[src/rtl/scaler_gen.sv]
// rtl/scaler_gen.sv - prescaled binary scaler chain with stage pulses and coherent hi/lo channel reads
// Optional SCALER_STANDBY_EN adds sby/sbypls and gates pulses and reads during standby.
module scaler_gen #(
  parameter int STAGES   = 33,
  parameter int PRESCALE = 2,
  parameter int WORD     = 14,
  parameter int LO_BASE  = 6
`ifdef SCALER_STANDBY_EN
  ,
  parameter int SBY_STAGE = 16
`endif
) (
  input  logic              clock,
  input  logic              rst_n,
  input  logic              en,
  input  logic              rchat_n,
  input  logic              rchbt_n,
  output logic [STAGES-1:0] fs,
  output logic [STAGES-1:0] fs_n,
  output logic [STAGES-1:0] fpls,
  output logic              wrap,
  output logic [WORD-1:0]   rd_data,
  output logic              rd_valid
`ifdef SCALER_STANDBY_EN
  ,
  input  logic              sby,
  output logic              sbypls
`endif
);

  logic              tick;
  logic [STAGES-1:0] cnt;
  logic [STAGES-1:0] cnt_nxt;
  logic [STAGES-1:0] rise;
  logic [WORD-1:0]   hi_word;
  logic [WORD-1:0]   lo_word;
  logic [WORD-1:0]   shadow;
  logic              shadow_vld;
  logic              rchat_q;
  logic              rchbt_q;
  logic              hi_rd;
  logic              lo_rd;
  logic              sby_i;
  logic              sby_rise;

  generate
    if (PRESCALE == 1) begin : g_nopre
      assign tick = en;
    end else begin : g_pre
      localparam int PW = $clog2(PRESCALE);
      logic [PW-1:0] pcnt;

      always_ff @(posedge clock or negedge rst_n) begin
        if (!rst_n)
          pcnt <= '0;
        else if (en)
          pcnt <= (pcnt == PW'(PRESCALE - 1)) ? '0 : pcnt + PW'(1);
      end

      assign tick = en && (pcnt == PW'(PRESCALE - 1));
    end
  endgenerate

  assign cnt_nxt = cnt + STAGES'(1);
  assign rise    = ~cnt & cnt_nxt;
  assign fs      = cnt;
  assign fs_n    = ~cnt;

  // Shifting past the top of the counter yields zeros for out-of-range channel bits.
  assign hi_word = WORD'(cnt >> (LO_BASE + WORD));
  assign lo_word = WORD'(cnt >> LO_BASE);

  assign hi_rd = rchat_q & ~rchat_n;
  assign lo_rd = rchbt_q & ~rchbt_n;

`ifdef SCALER_STANDBY_EN
  logic sby_q;

  always_ff @(posedge clock or negedge rst_n) begin
    if (!rst_n) begin
      sby_q  <= 1'b0;
      sbypls <= 1'b0;
    end else begin
      sby_q  <= sby;
      sbypls <= tick && rise[SBY_STAGE];
    end
  end

  assign sby_i    = sby;
  assign sby_rise = sby & ~sby_q;
`else
  assign sby_i    = 1'b0;
  assign sby_rise = 1'b0;
`endif

  always_ff @(posedge clock or negedge rst_n) begin
    if (!rst_n) begin
      cnt        <= '0;
      fpls       <= '0;
      wrap       <= 1'b0;
      rd_data    <= '0;
      rd_valid   <= 1'b0;
      shadow     <= '0;
      shadow_vld <= 1'b0;
      rchat_q    <= 1'b1;
      rchbt_q    <= 1'b1;
    end else begin
      rchat_q  <= rchat_n;
      rchbt_q  <= rchbt_n;
      if (tick)
        cnt <= cnt_nxt;
      fpls     <= (tick && !sby_i) ? rise : '0;
      wrap     <= tick && !sby_i && (&cnt);
      rd_valid <= 1'b0;
      // A high read wins over a coincident low edge and snapshots the matching low word.
      if (!sby_i && hi_rd) begin
        rd_data    <= hi_word;
        shadow     <= lo_word;
        shadow_vld <= 1'b1;
        rd_valid   <= 1'b1;
      end else if (!sby_i && lo_rd) begin
        rd_data    <= shadow_vld ? shadow : lo_word;
        shadow_vld <= 1'b0;
        rd_valid   <= 1'b1;
      end else if (sby_rise) begin
        shadow_vld <= 1'b0;
      end
    end
  end

endmodule

[config.mk]
export PLATFORM = sky130hd
export DESIGN_NAME = scaler_gen
export DESIGN_NICKNAME = d
export VERILOG_FILES = /design/src/rtl/scaler_gen.sv
export SDC_FILE = /design/constraint.sdc
export NUM_CORES = 1
export LEC_CHECK = 0
export CAP_MARGIN = 20
export CORE_ASPECT_RATIO = 1.4
export CORE_MARGIN = 2
export CORE_UTILIZATION = 45
export CTS_BUF_LIST = sky130_fd_sc_hd__clkbuf_8
export DETAILED_ROUTE_END_ITERATION = 16
export GPL_ROUTABILITY_DRIVEN = 0
export PLACE_DENSITY = 0.79
export REMOVE_ABC_BUFFERS = 1
export SLEW_MARGIN = 25
export SYNTH_ARGS = -nofsm -noshare
export SYNTH_HDL_FRONTEND = slang
export SYNTH_SLANG_ARGS = --single-unit
[constraint.sdc]
create_clock -name clock -period 2.1 [get_ports clock]
set_clock_uncertainty 0.1 [all_clocks]
set_input_delay 0.21 -clock clock [delete_from_list [all_inputs] [get_ports clock]]
set_output_delay 0.21 -clock clock [all_outputs]
set_load 0.05 [all_outputs]
==> impl_metrics.tcl <==
set metrics [dict create \
    hold_start "rchbt_n" \
    power.total_mw 4.30 \
    finalCritPeriodShare_pct 98.2 \
    antenna_found_initial 0 \
    min_path_type "primary input to register" \
    cap_violations 0 \
    placed_area_mm2 0.00612 \
    end_kind "primary output" \
    grt_overflow_total 0 \
    gr-usage-met3_pct 5.14 \
    crit_arrival_ns 1.75 \
    place_ws_ns 0.0970 \
    synth.largest_area_cell "dfrtp_1" \
    r2r_setup_slack_ns 0.12 \
    fin_crit_ns 2.06 \
    syn2layout_area_growth_pct 34.9 \
    outcome "finished, final reports clean" \
    hold-worst-slack_ns 0.196 \
    p_leak_nw 2.94 \
    dr.pass1.iters 4 \
    drc 0 \
    final_area_mm2 0.00634 \
    synth_edf_count 0 \
    synth_top_area_share_pct 52.2 \
    final_cells 697 \
    top_usage_layer "met2" \
    numPortBuffers 119 \
    avgViaCountPerCell 5.24 \
    initial_core_util_pct 45.6 \
    dp_hpwl_um 8700 \
    grt_max_degree 44 \
    finalSetupTns_ns 0 \
    vias 3653 \
    tightest_slew_ns 0.568 \
    layout.nets 593 \
    rsz0062_at_grt "false" \
    ios 120 \
    fp.coreArea_mm2 0.0103 \
    n_fill_cell 862 \
    rr_startpoint "fs[5]" \
    ir_worst_vdd_v 0.000832 \
    synthDistinctLibCells 35 \
    rows 44 \
    cts_root_buffer "clkbuf_8" \
    multiInputGateArea_mm2 0.00194 \
    antennaDiodeCount 0 \
    cts_sinks 100 \
    clock_path_buffers 2 \
    grt_first_pass_wirelength_um 19300 \
    fin_ws_ns 0.0371 \
    seqCellArea_mm2 0.00250 \
    fp.dieW_um 90.4 \
    synth_common_cells "dfrtp_1, nand2_1, o21ai_0" \
    ys_seq_area_share_pct 53.3 \
    cp-start-kind "register" \
    yosysMostFrequentCell "dfrtp_1" \
    max_freq_ghz 0.485 \
    cp_max_fo 5 \
    yosys-top-cells-area "dfrtp_1, ha_1, mux2_2" \
    use_met2_pct 40.1 \
    grt_pass1_vias 3792 \
    synthArstFlopShare_pct 100 \
    postRouteAntennaNets 0 \
    h-tree-depth 3 \
    tritoncts "built" \
    drt_wl_total_um 11900 \
    relSlewSlack_pct 62.1 \
    hold_violations 0 \
    critPathKind "register to primary output" \
    grt_use_total_pct 21.7 \
    cts_made_buffers 9 \
    grtUsageMet1_pct 23.8 \
    die_area_mm2 0.0113 \
    dp_cells 680 \
    powerDensity_mw_per_mm2 678 \
    ys_warn_count 0 \
    die_h_um 125 \
    setup_violations 0 \
    ys_ff_latch 100 \
    wl_per_cell_um 17.1 \
    clkTransAtPathRegs_ns 0.09 \
    utilization_pct 61.6 \
    drive_above_1_share_pct 17.0 \
    clk_latency_ns 0.37 \
    syn_area_per_cell_um2 11.1 \
    syn_inst 425 \
    drt-initial-drc-count 205 \
    crit_start "fs[20]" \
    cp.required_ns 1.79 \
    netlist_area_mm2 0.00470 \
    ys.flop_type "dfrtp_1" \
    maxSlewViolCount 0 \
]
## where the power goes
part | leakage [nW] | switching, mW | internal [mW]
sequential | 1.38 | 0.0576 | 2.00
combinational | 1.47 | 0.780 | 0.311
clock | 0.0958 | 0.633 | 0.522
## metal layers
layer  share of wire [%]  vias up
met4                 1.9        0
met2                  54      123
li1                    -     1703
met1                  38     1798
met3                 5.5       29
met5                   0        -
## sequential cells by signal, summed over array words and instances, names as in the netlist
register	flops
rd_data	14
fpls	33
rd_valid	1
wrap	1
rchat_q	1
shadow	14
fs	33
g_pre.pcnt	1
rchbt_q	1
shadow_vld	1
## worst max-delay path: stages (launching register included)
cell and delay, ns:
dfrtp_1 0.43, inv_1 0.14, clkdlybuf4s50_1 0.82
## placed cells by master (no fill, tap or decap), types with 3 or more instances in the layout
cell             netlist  layout
dlygate4sd2_1          0      10
and4_1                 5       4
o21ai_0               40      40
o21ai_1                5       5
inv_1                 35      36
nand4_2                4       4
and2_1                 3       3
nand3_1                4       4
clkbuf_8               0      12
ha_1                  34      34
nand2_1               53      52
nor2_1                 7       7
nor4_1                 3       3
mux2i_1               14      14
nor4_2                 4       4
dfrtp_1               98      98
mux2_2                27      27
dlymetal6s2s_1         0      13
and3_1                35      35
nor3_1                11      11
buf_4                  3      30
clkdlybuf4s50_1        0      87
## worst paths after layout
check | end | cells past startpoint
hold / removal | rchbt_q | 1
max in group asynchronous | rd_data[2] | 3
min in group asynchronous | fs[15] | 2
hold reg to reg | shadow[2] | 1
setup reg to reg | fs[32] | 5
setup / recovery | fs_n[20] | 2
## layout make-up
class,instances,share of cell area [%]
Sequential cell,100,39.5
Multi-Input combinational cell,264,30.6
Timing Repair Buffer,143,22.0
Tap cell,138,2.72
Clock buffer,12,2.61
Inverter,36,2.13
Clock inverter,4,0.375
## cell families after synthesis
logic type                 count (synthesis)  share of synthesized area [%]
xor gates and xnor gates                   2                          0.373
DFF                                      100                           53.3
adders and majority gates                 34                           9.05
and+or+nand+nor                          140                           17.0
muxes                                     41                           9.45
AOI/OAI and AO/OA                         47                           5.11
buffers and inverters                     61                           5.67
## what timing repair did
action,4_1_cts,5_1_grt
endpoints found under the hold margin,37,0
hold buffers,1,0
buffers inserted,0,0
endpoints found under the setup margin,10,17
resized for setup,10,14
Power figures use the tool's default switching activity.
